$ cat src/rtl/tdm_demux.sv
// ============================================================================
// Module   : tdm_demux
// Brief    : Receive-side TDM demultiplexer; collects one framed word per slot
//            and presents each complete frame as a registered parallel word.
//            Optional parity checking is enabled with `define TDM_PARITY_EN.
// Revision : 1.0 - initial release
// ============================================================================
`default_nettype none

module tdm_demux #(
  parameter int CHANNELS = 4,
  parameter int WIDTH    = 8
) (
  input  logic                      clk,
  input  logic                      reset,
  input  logic                      in_valid,
  input  logic                      in_sof,
  input  logic [WIDTH-1:0]          in_data,
  input  logic                      in_par,
  output logic [CHANNELS*WIDTH-1:0] out_data,
  output logic                      out_valid,
  output logic                      frm_err,
  output logic                      busy
);

  localparam int SW = $clog2(CHANNELS);
  localparam logic [SW-1:0] c_LAST_SLOT = SW'(CHANNELS - 1);

  typedef enum logic [0:0] {
    IDLE    = 1'b0,
    COLLECT = 1'b1
  } state_t;

  state_t                      r_state, w_state_nxt;
  logic [SW-1:0]               r_slot, w_slot_nxt;
  logic [CHANNELS*WIDTH-1:0]   r_shadow, w_shadow_nxt;
  logic [CHANNELS*WIDTH-1:0]   r_out_data, w_out_data_nxt;
  logic                        r_out_valid, w_out_valid_nxt;
  logic                        r_frm_err, w_frm_err_nxt;
  logic                        r_bad, w_bad_nxt;
  logic                        w_par_bad;

`ifdef TDM_PARITY_EN
  // Even parity: data plus parity bit must XOR to zero.
  assign w_par_bad = ^{in_data, in_par};
`else
  logic w_unused_par;
  assign w_unused_par = in_par;
  assign w_par_bad    = 1'b0;
`endif

  always_comb begin
    w_state_nxt     = r_state;
    w_slot_nxt      = r_slot;
    w_shadow_nxt    = r_shadow;
    w_out_data_nxt  = r_out_data;
    w_out_valid_nxt = 1'b0;
    w_frm_err_nxt   = 1'b0;
    w_bad_nxt       = r_bad;
    case (r_state)
      IDLE: begin
        if (in_valid && in_sof) begin
          w_shadow_nxt[WIDTH-1:0] = in_data;
          w_slot_nxt              = SW'(1);
          w_bad_nxt               = w_par_bad;
          w_state_nxt             = COLLECT;
        end
      end
      COLLECT: begin
        if (in_valid && in_sof) begin
          // Early SOF: abandon the partial frame and restart from this word.
          w_frm_err_nxt           = 1'b1;
          w_shadow_nxt[WIDTH-1:0] = in_data;
          w_slot_nxt              = SW'(1);
          w_bad_nxt               = w_par_bad;
        end else if (in_valid) begin
          for (int k = 0; k < CHANNELS; k++) begin
            if (r_slot == SW'(k)) w_shadow_nxt[k*WIDTH +: WIDTH] = in_data;
          end
          if (r_slot == c_LAST_SLOT) begin
            if (r_bad || w_par_bad) begin
              w_frm_err_nxt   = 1'b1;
            end else begin
              w_out_data_nxt  = w_shadow_nxt;
              w_out_valid_nxt = 1'b1;
            end
            w_bad_nxt   = 1'b0;
            w_slot_nxt  = '0;
            w_state_nxt = IDLE;
          end else begin
            w_bad_nxt  = r_bad | w_par_bad;
            w_slot_nxt = r_slot + SW'(1);
          end
        end
      end
      default: w_state_nxt = IDLE;
    endcase
  end

  always_ff @(posedge clk) begin
    if (reset) begin
      r_state     <= IDLE;
      r_slot      <= '0;
      r_shadow    <= '0;
      r_out_data  <= '0;
      r_out_valid <= 1'b0;
      r_frm_err   <= 1'b0;
      r_bad       <= 1'b0;
    end else begin
      r_state     <= w_state_nxt;
      r_slot      <= w_slot_nxt;
      r_shadow    <= w_shadow_nxt;
      r_out_data  <= w_out_data_nxt;
      r_out_valid <= w_out_valid_nxt;
      r_frm_err   <= w_frm_err_nxt;
      r_bad       <= w_bad_nxt;
    end
  end

  assign out_data  = r_out_data;
  assign out_valid = r_out_valid;
  assign frm_err   = r_frm_err;
  assign busy      = (r_state == COLLECT);

endmodule

`default_nettype wire
$ cat config.mk
export PLATFORM = sky130hd
export DESIGN_NAME = tdm_demux
export DESIGN_NICKNAME = d
export VERILOG_FILES = /design/src/rtl/tdm_demux.sv
export SDC_FILE = /design/constraint.sdc
export NUM_CORES = 1
export LEC_CHECK = 0
export BUFFER_PORTS_ARGS = -buffer_cell sky130_fd_sc_hd__buf_4
export CAP_MARGIN = 20
export CORE_MARGIN = 1.5
export CORE_UTILIZATION = 50
export CTS_CLUSTER_DIAMETER = 60
export DETAILED_ROUTE_END_ITERATION = 16
export GPL_TIMING_DRIVEN = 0
export PLACE_DENSITY = 0.72
export SYNTH_ARGS = -nofsm -noshare
export SYNTH_HDL_FRONTEND = slang
export SYNTH_SLANG_ARGS = --single-unit
$ cat constraint.sdc
create_clock -name clk -period 1.4 [get_ports clk]
set_input_delay 0.14 -clock clk [delete_from_list [all_inputs] [get_ports clk]]
set_output_delay 0.14 -clock clk [all_outputs]
set_load 0.02 [all_outputs]
==> impl_metrics.env <==
export IMPL_outcome="finished with violations"
export IMPL_violations="setup timing"
export IMPL_cts_clk_slew_worst_paths_ps=70
export IMPL_first_pass_iters=4
export IMPL_die_h_um=80.9
export IMPL_rsz0062_at_grt="yes"
export IMPL_grt_pass1_wl_um=11600
export IMPL_die_area_sq_mm=0.00655
export IMPL_core_area_sq_mm=0.00589
export IMPL_final_common_cell="dfxtp_1"
export IMPL_placed_cell_area_sq_mm=0.00347
export IMPL_min_to="r_shadow[1]$_SDFFE_PP0P_"
export IMPL_cts_tree="built"
export IMPL_reg2reg_slack_ps=-1
export IMPL_worstMarginPinSlew_ps=683
export IMPL_wire_per_inst_um=16.5
export IMPL_drv_cap=0
export IMPL_dieWidth_um=80.9
export IMPL_routed_via_density=5.44
export IMPL_synth_top_area_cell="dfxtp_1"
export IMPL_fin_crit_sh=1.00
export IMPL_r2r_start="r_slot[1]$_SDFFE_PP0P_"
export IMPL_ys_top_cells_by_area="dfxtp_1 45%, mux2i_1 13%, a211oi_2 7.0%"
export IMPL_p_per_area_mw_per_mm2=1020
export IMPL_avgSynthCellArea_sq_um=9.46
export IMPL_final_cell_mix="66 x dfxtp_1, 55 x buf_4, 54 x nand2_1"
export IMPL_r2r_cells=6
export IMPL_finalMaxSlewViolations=0
export IMPL_post_place_cells=441
export IMPL_dp_slack_ps=-250
export IMPL_yosysSeqAreaShare=0.455
export IMPL_final_cell_area_sq_mm=0.00409
export IMPL_antenna_left=0
export IMPL_drive_gt1_frac=0.392
export IMPL_cts_path_max_buffers=2
export IMPL_port_buffer_count=45
export IMPL_syn_inst=321
export IMPL_r2r_end="out_data[23]$_SDFFE_PP0P_"
export IMPL_critPathMaxStageDelay_ps=380
export IMPL_path_buf_inv=2
export IMPL_yosysWarnings=0
export IMPL_min_path_type="primary input to flop"
export IMPL_ys_types=26
export IMPL_vdd_drop_max_v=0.000707
export IMPL_holdCritStartpoint="reset"
export IMPL_cts_max_level=3
export IMPL_post_route_drc_count=0
export IMPL_critPathRequiredTime_ps=1670
export IMPL_hold_depth=3
export IMPL_dp_hpwl_um=4650
export IMPL_cpMaxStageDelayCell="dfxtp_4"
export IMPL_area_growth_pct=34.7
export IMPL_antenna_cells=0
export IMPL_clockRootBuffer="clkbuf_8"
export IMPL_min_period_ps=1400
export IMPL_grt_overflow=0
export IMPL_crit_family="flip-flops"
export IMPL_hold_viol=0
export IMPL_placementRows=28
export IMPL_routabilityCongestion=0.811
export IMPL_first_global_vias=2311
export IMPL_setup_violations=1
export IMPL_worst_ep_arrival_time_ps=1670
export IMPL_synth_nets=339
export IMPL_numCtsBuffers=9
export IMPL_critPathKind="flop to flop"
export IMPL_start_util=0.516
export IMPL_finalNonFillerCells=468
export IMPL_synth_seq_cells=69
export IMPL_grt_antenna_before_repair=0
export IMPL_clock_sinks=69
export IMPL_startpoint_type="flop"
export IMPL_pin_count=48
export IMPL_skew_ps=6.65
export IMPL_track_usage=0.240
export IMPL_fin_ws_ps=-1.01
export IMPL_timing_hold_ws_ps=94.7
export IMPL_seq_area_sq_mm=0.00139
export IMPL_clk_latency_ps=350
export IMPL_synth_top_cell_area_share=0.455
export IMPL_final_nets=406
export IMPL_cp_end_kind="flop"
export IMPL_drt_iter0_drc=151
export IMPL_slew_limit_headroom=0.545
export IMPL_crit_fanout=7
export IMPL_routed_wl_um=7730
export IMPL_nFillCells=473
export IMPL_vias=2545
export IMPL_timing_fmax_mhz=714
export IMPL_grt_max_degree=12
export IMPL_power_leakage_nw=1.55
export IMPL_synth_area_sq_mm=0.00304
export IMPL_multi_input_area_sq_mm=0.00168
export IMPL_cp_cell_sequence="ha_4, and4b_2, buf_12, buf_4, nor2_1, a211oi_1"
## metrics by stage
step / total power (W) / setup TNS [ps] / util
detailed placement: 0.00232 / -7220 / 0.590
floorplan: 0.00221 / 0 / -
global placement: 0.00231 / -5590 / 0.590
CTS: 0.00416 / -4.73 / 0.655
global route: 0.00434 / -841 / 0.695
finish: 0.00419 / -1.01 / 0.695
## cells in the mapped netlist (all sizes together)
cell and instances:
a2111oi 1, dfxtp 69, clkbuf 7, nor2b 1
inv 3, nor2 33, or3 1, a211oi 32
nand2b 15, buf 19, nand4b 4, nor3b 2
nand2 55, o21ai 2, a21oi 28, mux2i 39
a21o 1, and4b 4, ha 5
## kinds of logic (layout without fill, tap and decap cells)
group                      count (synthesis)  after routing  synth area share
buffers and inverters                     29            101            0.0536
adders and majority gates                  5              5            0.0206
AOI/OAI and AO/OA                         64             64             0.164
DFF                                       69             69             0.455
and+or+nand+nor                          115            115             0.178
muxes                                     39             39             0.129
## timing repair
action                                 CTS  global route
hold buffers                             0             0
pin swaps                                3            23
setup endpoints to repair               64            64
gates cloned                             1             2
endpoints found under the hold margin    0             0
setup buffers                           10             0
gates resized for setup                 20            58
## flip-flops by register name, indices dropped and copies added, names as in the netlist
register,cells
out_data,32
r_shadow,32
r_slot,2
busy,1
frm_err,1
out_valid,1
## routing by layer
layer	track usage	up-vias	wire length, um
met5	0	-	0
met4	0.124	0	152
met3	0.0483	17	374
met2	0.380	72	3650
met1	0.307	1218	3550
li1	-	1238	-
## area by class of cell
| type | count | share of cell area |
|---|---|---|
| inverter | 3 | 0.00275 |
| buffer | 24 | 0.0489 |
| timing repair buffer | 58 | 0.121 |
| clock buffer | 12 | 0.0379 |
| clock inverter | 4 | 0.0171 |
| sequential | 69 | 0.340 |
| multi-input combinational | 223 | 0.410 |
| tap | 75 | 0.0229 |
## how the worst max path moves through the flow
stage,cells past startpoint,slack [ps],to,startpoint
detailed placement,5,-250,r_shadow[30]$_SDFFE_PP0P_,r_slot[1]$_SDFFE_PP0P_
finish,6,-1,out_data[23]$_SDFFE_PP0P_,r_slot[1]$_SDFFE_PP0P_
floorplan,6,20,r_shadow[0]$_SDFFE_PP0P_,r_slot[1]$_SDFFE_PP0P_
global route,6,-40,out_data[12]$_SDFFE_PP0P_,r_slot[1]$_SDFFE_PP0P_
CTS,6,-3,out_data[20]$_SDFFE_PP0P_,r_slot[0]$_SDFFE_PP0P_
global placement,5,-210,r_shadow[31]$_SDFFE_PP0P_,r_slot[1]$_SDFFE_PP0P_
## worst reg2reg max path: stages, from the launching register on
cell      delay, ps
dfxtp_4         380
ha_4            140
and4b_2         300
buf_12          170
buf_4           120
nor2_1           30
a211oi_1        180
## power breakdown
part           internal (W)  leakage, nW  total [W]  switching (W)
Combinational      0.000145        0.878   0.000343       0.000198
Sequential          0.00198        0.559    0.00200      0.0000179
Clock               0.00110        0.116    0.00185       0.000750
No activity file was read; power rests on OpenSTA's default activity.
